[src/rtl/output_conditioner_pkg.sv]
//==============================================================================
// Module      : output_conditioner_pkg
// Description : Shared state encodings and width helper for the output
//               conditioner and its dwell timer.
// Revision    : 1.0 - initial release
//==============================================================================
`default_nettype none

package output_conditioner_pkg;

    // Two-state controller: waiting for a request, or holding the level.
    localparam logic [0:0] c_ST_IDLE = 1'b0;
    localparam logic [0:0] c_ST_HOLD = 1'b1;

    // Dwell counter width: clog2(T), never narrower than one bit.
    function automatic int cnt_width(input int t);
        int w;
        w = $clog2(t);
        if (w < 1) begin
            w = 1;
        end
        return w;
    endfunction

endpackage : output_conditioner_pkg

`default_nettype wire

[src/rtl/output_conditioner_dwell_timer.sv]
//==============================================================================
// Module      : output_conditioner_dwell_timer
// Description : Load/decrement down-counter that measures the dwell window.
//               A load presets T-1; expire is high once the count reaches 0.
// Revision    : 1.0 - initial release
//==============================================================================
`default_nettype none

module output_conditioner_dwell_timer
    import output_conditioner_pkg::*;
#(
    parameter int T = 4
) (
    input  logic clk,
    input  logic rst,
    input  logic i_load,
    input  logic i_dec,
    output logic o_expire
);

    localparam int              c_CW   = cnt_width(T);
    localparam logic [c_CW-1:0] c_LOAD = c_CW'(T - 1);

    logic [c_CW-1:0] r_cnt;

    // Count register: load wins over decrement, and the count parks at 0.
    always_ff @(posedge clk) begin
        if (rst) begin
            r_cnt <= '0;
        end else if (i_load) begin
            r_cnt <= c_LOAD;
        end else if (i_dec && (r_cnt != '0)) begin
            r_cnt <= r_cnt - 1'b1;
        end
    end

    assign o_expire = (r_cnt == '0);

endmodule : output_conditioner_dwell_timer

`default_nettype wire

[src/rtl/output_conditioner.sv]
//==============================================================================
// Module      : output_conditioner
// Description : Converts 1-clk rise/fall requests into a registered output
//               level with a guaranteed minimum dwell of T cycles between
//               transitions, one queued request, and edge pulses.
// Revision    : 1.0 - initial release
//==============================================================================
`default_nettype none

module output_conditioner
    import output_conditioner_pkg::*;
#(
    parameter int   T    = 4,
    parameter logic INIT = 1'b0
) (
    input  logic clk,
    input  logic reset,
    input  logic rise_req,
    input  logic fall_req,
    output logic sig_out,
    output logic busy,
    output logic pending,
    output logic rising,
    output logic falling
);

    logic [0:0] r_state;
    logic       r_sig;
    logic       r_pend;
    logic       r_plvl;
    logic       r_rise;
    logic       r_fall;

    logic       w_req_valid;
    logic       w_req_lvl;
    logic       w_expire;
    logic       w_eff_valid;
    logic       w_eff_lvl;
    logic       w_xfer;

    // Simultaneous rise and fall cancel each other out.
    assign w_req_valid = rise_req ^ fall_req;
    assign w_req_lvl   = rise_req;

    output_conditioner_dwell_timer #(
        .T (T)
    ) u_dwell_timer (
        .clk      (clk),
        .rst      (reset),
        .i_load   (w_xfer),
        .i_dec    (r_state == c_ST_HOLD),
        .o_expire (w_expire)
    );

    // Pick the request that may act now: a live request in IDLE, or at the
    // expire cycle a live request first, then the queued one.
    always_comb begin
        w_eff_valid = 1'b0;
        w_eff_lvl   = 1'b0;
        if (r_state == c_ST_IDLE) begin
            w_eff_valid = w_req_valid;
            w_eff_lvl   = w_req_lvl;
        end else if (w_expire) begin
            if (w_req_valid) begin
                w_eff_valid = 1'b1;
                w_eff_lvl   = w_req_lvl;
            end else if (r_pend) begin
                w_eff_valid = 1'b1;
                w_eff_lvl   = r_plvl;
            end
        end
        w_xfer = w_eff_valid && (w_eff_lvl != r_sig);
    end

    // Controller: output level, queued request, state and edge pulses.
    always_ff @(posedge clk) begin
        if (reset) begin
            r_state <= c_ST_IDLE;
            r_sig   <= INIT;
            r_pend  <= 1'b0;
            r_plvl  <= 1'b0;
            r_rise  <= 1'b0;
            r_fall  <= 1'b0;
        end else begin
            r_rise <= 1'b0;
            r_fall <= 1'b0;
            if (w_xfer) begin
                r_sig   <= w_eff_lvl;
                r_state <= c_ST_HOLD;
                r_pend  <= 1'b0;
                r_rise  <= w_eff_lvl;
                r_fall  <= ~w_eff_lvl;
            end else if (r_state == c_ST_HOLD) begin
                if (w_expire) begin
                    // Nothing left that would change the level.
                    r_state <= c_ST_IDLE;
                    r_pend  <= 1'b0;
                end else if (w_req_valid) begin
                    // Last request wins; asking for the current level
                    // cancels a queued opposite request.
                    if (w_req_lvl != r_sig) begin
                        r_pend <= 1'b1;
                        r_plvl <= w_req_lvl;
                    end else begin
                        r_pend <= 1'b0;
                    end
                end
            end
        end
    end

    assign sig_out = r_sig;
    assign busy    = (r_state == c_ST_HOLD);
    assign pending = r_pend;
    assign rising  = r_rise;
    assign falling = r_fall;

endmodule : output_conditioner

`default_nettype wire

[config.mk]
export PLATFORM = sky130hd
export DESIGN_NAME = output_conditioner
export DESIGN_NICKNAME = d
export VERILOG_FILES = /design/src/rtl/output_conditioner_pkg.sv /design/src/rtl/output_conditioner_dwell_timer.sv /design/src/rtl/output_conditioner.sv
export SDC_FILE = /design/constraint.sdc
export NUM_CORES = 1
export LEC_CHECK = 0
export CORE_AREA = 2 2 39 41
export CTS_CLUSTER_SIZE = 24
export DETAILED_ROUTE_END_ITERATION = 10
export DIE_AREA = 0 0 41 43
export MAX_ROUTING_LAYER = met4
export PLACE_DENSITY = 0.58
export SLEW_MARGIN = 20
export SYNTH_ARGS = -nofsm -noshare
export SYNTH_HDL_FRONTEND = slang
export SYNTH_SLANG_ARGS = --single-unit
[constraint.sdc]
create_clock -name clk -period 3.71 [get_ports clk]
set_input_delay 0.5565 -clock clk [delete_from_list [all_inputs] [get_ports clk]]
set_output_delay 0.5565 -clock clk [all_outputs]
set_load 0.02 [all_outputs]
After elaboration in Yosys (flattened, before gate mapping)
Cells that the tools add are included.
{"block": "totals", "register_bits": 8, "in_bits": 4, "output_inout_bits": 5, "wordCells": 40}
{"block": "classes", "n_addsub": 1, "n_eq_ne": 2, "n_mux": 16, "bitwise": 4, "reduce_logical": 10}
{"cell": "$mux 1", "count": 14}
{"cell": "$reduce_bool 2->1", "count": 3}
{"cell": "$reduce_and 5->1", "count": 1}
{"cell": "$mux 2", "count": 2}
{"cell": "$reduce_or 2->1", "count": 2}
{"cell": "$not 1->1", "count": 3}
{"cell": "$logic_and 1x1->1", "count": 2}
{"cell": "$logic_not 2->1", "count": 1}
{"cell": "$ne 1x1->1", "count": 2}
{"cell": "$reduce_and 2->1", "count": 1}
{"cell": "$sub 2x1->2 const B", "count": 1}
{"cell": "$xor 1x1->1", "count": 1}

Depth between registers and ports, before layout
Gate-level depths: netlist of run 1.
{"block": "logic_depth", "ltp_word": 8, "mapped_depth": 7, "mapped_depth_nobuf": 7}

Cells and area by module
From an unflattened synthesis of run 1, not the netlist that was laid out.
{"block": "hier_totals", "cells_unflattened": 57, "area_unflattened_um2": 494.2}
{"module": "output_conditioner", "n_inst": 1, "cells_each": 45, "area_per_inst_um2": 379.1, "seq_area_each_um2": 120.1}
{"module": "output_conditioner_dwell_timer", "n_inst": 1, "cells_each": 12, "area_per_inst_um2": 115.1, "seq_area_each_um2": 40.0}

Worst setup path after synthesis of run 1
Ideal clock, no wire load.
{"block": "synth_timing", "kind": "in2reg", "start": "input port fall_req", "end": "register r_state (netlist: busy)", "setup_time_ps": 70, "t_arrival_ps": 1513, "t_required_ps": 3640, "slack_ps": 2127, "cell_stages": 6, "path_buffers": 1, "path_cell_list": "buf_4 -> nor2b_4 -> o2111ai_4 -> nand3_1 -> or3b_1 -> a21oi_1"}
{"block": "synth_between", "elab_chain_cells": 7, "word_cells_on_any_way": 10, "classes_between": "1 x eq/ne; 7 x mux; 1 x bitwise; 1 x reduce/logical"}
{"item": "start, declared", "line": "output_conditioner.sv:19", "source": "input logic fall_req,"}
{"item": "$xor 1x1->1 (*)", "line": "output_conditioner.sv:42", "source": "assign w_req_valid = rise_req ^ fall_req;"}
{"item": "$mux 1", "line": "output_conditioner.sv:64", "source": "if (w_req_valid) begin"}
{"item": "$mux 1", "line": "output_conditioner.sv:63", "source": "end else if (w_expire) begin"}
{"item": "$mux 1", "line": "output_conditioner.sv:60", "source": "if (r_state == c_ST_IDLE) begin"}
{"item": "$ne 1x1->1", "line": "output_conditioner.sv:72", "source": "w_xfer = w_eff_valid && (w_eff_lvl != r_sig);"}
{"item": "$logic_and 1x1->1 (*)", "line": "output_conditioner.sv:72"}
{"item": "$mux 1 (*)", "line": "output_conditioner.sv:87", "source": "if (w_xfer) begin"}
{"item": "end signal, assigned", "line": "output_conditioner.sv:78", "source": "r_state <= c_ST_IDLE;"}
{"item": "end signal, assigned", "line": "output_conditioner.sv:89", "source": "r_state <= c_ST_HOLD;"}
{"item": "end signal, assigned", "line": "output_conditioner.sv:96", "source": "r_state <= c_ST_IDLE;"}
{"item": "end, declared", "line": "output_conditioner.sv:27", "source": "logic [0:0] r_state;"}
Mark *: on every way between the ends. The rest lies on a longest branch, timed or not.
A chain may end at the register's enable or synchronous reset.

Worst setup path in the final report of run 1
Same ends and word-level chain as after synthesis.

==> results of run 1 <==
## cells in the mapped netlist
library cell,n,area share (%)
a211oi_1,1,1.6
a21oi_1,7,7.7
a221oi_1,1,1.9
a22oi_1,1,1.6
a311oi_1,1,1.9
and2b_1,1,1.6
and3_1,1,1.4
buf_2,1,1.1
buf_4,1,1.6
dfxtp_1,8,35
ha_1,1,2.7
inv_1,5,4.1
nand2_1,1,0.82
nand2b_1,1,1.4
nand3_1,2,2.2
nor2_1,3,2.5
nor2b_1,2,2.7
nor2b_2,1,1.9
nor2b_4,1,3.0
nor3_1,1,1.1
nor3b_2,1,2.7
o2111ai_4,1,5.8
o21ai_0,1,1.1
o21ai_1,1,1.1
o2bb2ai_1,2,3.8
o31ai_1,1,1.6
or3b_1,1,1.9
xnor2_1,1,1.9
xor2_1,1,1.9
## through the flow
stage	total power [mW]	setup WS, ps	instances
2_1_floorplan	0.170	2130	51
3_5_place_dp	0.194	1460	73
6_report	0.256	1720	76
5_1_grt	0.277	1610	76
4_1_cts	0.261	1720	76
3_3_place_gp	0.195	1490	73
## power by group
part / switching (mW) / leakage, nW / internal, mW
clock network: 0.0279 / 0.0138 / 0.0369
registers: 0.0101 / 0.0657 / 0.0977
logic: 0.0441 / 0.124 / 0.0396
## worst max path at each step
| stage | to | depth (start not counted) |
|---|---|---|
| after floorplan | busy$_SDFF_PP0_ | 6 |
| after global placement | busy$_SDFF_PP0_ | 6 |
| after detailed placement | busy$_SDFF_PP0_ | 6 |
| after CTS | busy$_SDFF_PP0_ | 6 |
| after global routing | busy$_SDFF_PP0_ | 6 |
| final | busy$_SDFF_PP0_ | 6 |
## sequential cells by signal (all words and copies together) (netlist names)
name and count:
busy 1, u_dwell_timer.r_cnt 2, sig_out 1, pending 1
rising 1, r_plvl 1, falling 1
## routing by layer
metal / vias up / share of wire (%)
met3: 2 / 7.7
met5: - / 0
li1: 201 / -
met1: 179 / 46
met2: 16 / 45
met4: 0 / 0.70
## cell type report
| class | count | area [µm²] |
|---|---|---|
| clock buffers | 3 | 22.5 |
| fillers | 137 | 817 |
| inverters | 5 | 18.8 |
| multi-input cells | 36 | 265 |
| flip-flops and latches | 8 | 160 |
| well taps | 16 | 20.0 |
| repair buffers | 8 | 80.1 |
## worst reg2reg max path: cells and delay by family, from the launching register on
kind            cells  cell delay, ps
compound gates      3             520
simple gates        2             500
flops               1             300
fa+ha+maj           1             250
buf+inv             1              50
## logic make-up (layout without fill, tap and decap cells)
group	count (synthesis)	count (layout)	share of synthesized area, %
adders and majority gates	1	1	2.74
xor gates and xnor gates	2	2	3.84
DFF	8	8	35.1
buffers and inverters	7	16	6.85
and+or+nand+nor	16	16	23.3
AOI/OAI and AO/OA	17	17	28.2
==> flow_summary.json, run 1 <==
{
  "start_util_pct": 33.0,
  "timing.setup.tns_ps": 0,
  "area_delta_synth_final_pct": 24.1,
  "path_buf_inv": 1,
  "grt_max_degree": 9,
  "dp_hpwl_um": 659,
  "port_buffers": 8,
  "avgSynthCellArea_um2": 8.95,
  "via_per_inst": 5.24,
  "cts_hold_buf": 0,
  "finalInstanceArea_um2": 567,
  "ys_seq_area_share_pct": 35.1,
  "grt_pass1_vias": 397,
  "cp_slowest_cell": "clkdlybuf4s50_1",
  "hold_path_class": "reg2reg",
  "dpl_cell_area_um2": 544,
  "min_from": "r_plvl$_SDFFE_PP0P_",
  "placementRows": 14,
  "cp-end-kind": "flip-flop",
  "grt_util_met2_pct": 18.4,
  "fp.dieH_um": 43,
  "syn_nets": 56,
  "required_ps": 3890,
  "io-pin-count": 9,
  "cts_root_buf": "clkbuf_4",
  "fin_util_pct": 41.0,
  "hold_viol": 0,
  "diodes": 0,
  "cts_sinks": 8,
  "max_cap_viol_count": 0,
  "use_met1_pct": 15.9,
  "crit_type": "in2reg",
  "setup_violations": 0,
  "slew-limit-headroom_pct": 77.5,
  "holdWs_ps": 521,
  "routed_wl_um": 859,
  "postCtsSetupBuffers": 0,
  "antenna_found_initial": 0,
  "ctsResizeCount": 0,
  "status": "finished, final reports clean",
  "drtAntennaViolNets": 0,
  "cp_data_arrival_time_ps": 2170,
  "clock_skew_ps": 0.913,
  "grt.total_usage_pct": 12.7,
  "tightestPinTransition_ps": 337,
  "cts_tree": "done",
  "die_w_um": 41,
  "syn_area_um2": 457,
  "clkTransAtPathRegs_ps": 50,
  "max_freq_mhz": 502,
  "drtIter0Drc": 2,
  "path_common_cell": "a21oi_1",
  "drv_slew": 0,
  "wl_per_cell_um": 11.3,
  "worst-r2r-setup-slack_ps": 2030,
  "post-route-drc-count": 0,
  "die_area_um2": 1760,
  "post-route-min-period_ps": 1990,
  "yosys_warnings": 0,
  "final_cell_mix": "8 x dfxtp_1, 8 x clkdlybuf4s50_1, 7 x a21oi_1",
  "grt_overflow": 0,
  "busiest_layer": "met2",
  "clockBufferDepth": 2,
  "cpPeakStageDelay_ps": 670,
  "r2r-start": "u_dwell_timer.r_cnt[0]$_SDFFE_PP0P_",
  "core_area_um2": 1380,
  "met3_usage_pct": 3.14,
  "ys_types": 29,
  "gp_congestion": 0.763,
  "rsz0062_at_grt": "no",
  "syn-instance-count": 51,
  "min_to": "r_plvl$_SDFFE_PP0P_",
  "ir_worst_vdd_mv": 0.187,
  "startpoint": "fall_req",
  "first_pass_iters": 4,
  "crit_family": "buffers and inverters",
  "hold_depth": 2,
  "ys_ff_latch": 8,
  "htree_levels": 1,
  "numCtsBuffers": 3,
  "cp_max_fo": 8,
  "drive_above_1_share_pct": 11.7,
  "p_per_area_nw_per_um2": 452,
  "min_period_over_period_pct": 53.7,
  "num_vias": 398,
  "final_nets": 67,
  "leakagePower_nw": 0.204,
  "ff2ff_path_depth": 7,
  "crit_chain": "clkdlybuf4s50_1, nor2b_1, o21ai_1, a21oi_1, or3b_1, a21oi_1",
  "r2r-end": "busy$_SDFF_PP0_",
  "grt_pass1_wl_um": 1530,
  "cp-start-kind": "input pin",
  "insertion_delay_ps": 250
}
Note: power is estimated with default switching activity, not from simulation.
==> inputs of run 2 (changes only) <==
PLACE_DENSITY = 0.6   (was 0.58)
clock period = 1.8 ns   (was 3.71 ns; I/O delays follow)
==> flow_summary.json, run 2 (synthesized netlist as in run 1, its figures left out) <==
{
  "antenna_found_initial": 0,
  "placementRows": 14,
  "ir_worst_vdd_mv": 0.386,
  "worst-r2r-setup-slack_ps": 190,
  "min_from": "r_plvl$_SDFFE_PP0P_",
  "dp_cells": 81,
  "status": "finished, final reports clean",
  "final_cell_mix": "8 x dfxtp_1, 8 x clkdlybuf4s50_1, 8 x buf_4",
  "multi_input_area_um2": 269,
  "cp_slowest_cell": "clkdlybuf4s50_1",
  "postCtsSetupBuffers": 0,
  "grt_max_degree": 8,
  "slew-limit-headroom_pct": 83.8,
  "top_layer": "met4",
  "start_util_pct": 33.0,
  "area_delta_synth_final_pct": 38.1,
  "hold_viol": 0,
  "path_buf_inv": 1,
  "required_ps": 1530,
  "setup_ws_ps": 171,
  "drtAntennaViolNets": 0,
  "core_area_um2": 1380,
  "cp-start-kind": "flip-flop",
  "cpPeakStageDelay_ps": 650,
  "first_pass_iters": 4,
  "drtIter0Drc": 4,
  "r2r-start": "u_dwell_timer.r_cnt[0]$_SDFFE_PP0P_",
  "htree_levels": 1,
  "fin_util_pct": 45.6,
  "post-route-min-period_ps": 1630,
  "largest_register_ff_count": 2,
  "crit_family": "buffers and inverters",
  "fillers": 141,
  "min_period_over_period_pct": 90.5,
  "tightestPinTransition_ps": 242,
  "grt_overflow": 0,
  "clock_skew_ps": 8.40,
  "power_uw": 557,
  "crit_chain": "clkdlybuf4s50_1",
  "cts_sinks": 8,
  "post-route-drc-count": 0,
  "place_ws_ps": -24.9,
  "insertion_delay_ps": 260,
  "max_freq_mhz": 614,
  "min_to": "r_plvl$_SDFFE_PP0P_",
  "register_area_um2": 160,
  "numCtsBuffers": 3,
  "die_w_um": 41,
  "via_per_inst": 4.85,
  "top_register": "u_dwell_timer.r_cnt",
  "io-pin-count": 9,
  "grt_pass1_wl_um": 1570,
  "routed_wl_um": 900,
  "r2r-end": "busy$_SDFF_PP0_",
  "clkTransAtPathRegs_ps": 60,
  "p_per_area_nw_per_um2": 884,
  "rsz0062_at_grt": "no",
  "wl_met3_um": 40,
  "wl_met1_um": 452,
  "grt.total_usage_pct": 13.6,
  "cts_tree": "done",
  "cp_max_fo": 6,
  "setup_violations": 0,
  "cp_data_arrival_time_ps": 1360,
  "num_vias": 407,
  "dr_wl_met2_um": 384,
  "dp_hpwl_um": 694,
  "hold_depth": 2,
  "crit_type": "reg2out",
  "final_nets": 75,
  "cts_root_buf": "clkbuf_4",
  "drive_above_1_share_pct": 23.5,
  "clockBufferDepth": 2,
  "wl_per_cell_um": 10.7,
  "leakagePower_nw": 0.242,
  "gp_congestion": 0.774,
  "ff2ff_path_depth": 7,
  "grt_pass1_vias": 366,
  "drv_slew": 0,
  "max_cap_viol_count": 0,
  "die_area_um2": 1760,
  "hold_path_class": "reg2reg",
  "diodes": 0,
  "cp-end-kind": "output port",
  "fp.dieH_um": 43,
  "cts_hold_buf": 0,
  "stdcell_count": 84,
  "port_buffers": 8
}
[run 2: per-stage QoR]
step	hold WS (ps)	TNS, ps	area [µm²]
4_1_cts	517	0	627
3_5_place_dp	510	-24.9	604
6_report	512	0	631
5_1_grt	557	0	631
3_3_place_gp	501	-36.9	604
2_1_floorplan	339	0	457
[run 2: worst max-delay path by stage]
stage | end | cells past startpoint | slack (ps) | from
floorplan | busy$_SDFF_PP0_ | 7 | 250 | u_dwell_timer.r_cnt[0]$_SDFFE_PP0P_
global placement | busy$_SDFF_PP0_ | 6 | -30 | fall_req
detailed placement | busy$_SDFF_PP0_ | 6 | -20 | fall_req
CTS | busy$_SDFF_PP0_ | 7 | 120 | u_dwell_timer.r_cnt[0]$_SDFFE_PP0P_
global route | busy$_SDFF_PP0_ | 7 | 30 | u_dwell_timer.r_cnt[0]$_SDFFE_PP0P_
finish | pending | 1 | 170 | pending$_SDFFE_PP0P_
[run 2: area by class of cell]
class | count | area share [%]
sequential | 8 | 25.4
multi-input combinational | 36 | 42.7
timing repair buffer | 16 | 22.2
inverter | 5 | 2.98
tap | 16 | 3.17
clock buffer | 3 | 3.57
[run 2: per-layer routing]
layer  track usage, %  up-vias
met2             17.2       10
met5                -        -
li1                 -      218
met4             8.00        0
met3             3.14        2
met1             19.1      177
[run 2: what timing repair did]
action / 4_1_cts / 5_1_grt
setup endpoints to repair: 0 / 1
endpoints found under the hold margin: 0 / 0
gates resized for setup: 0 / 1
[run 2: power breakdown]
group / leakage [nW] / switching, mW / internal (mW)
Combinational: 0.163 / 0.0971 / 0.0980
Clock: 0.0138 / 0.0626 / 0.0764
Sequential: 0.0657 / 0.0218 / 0.201
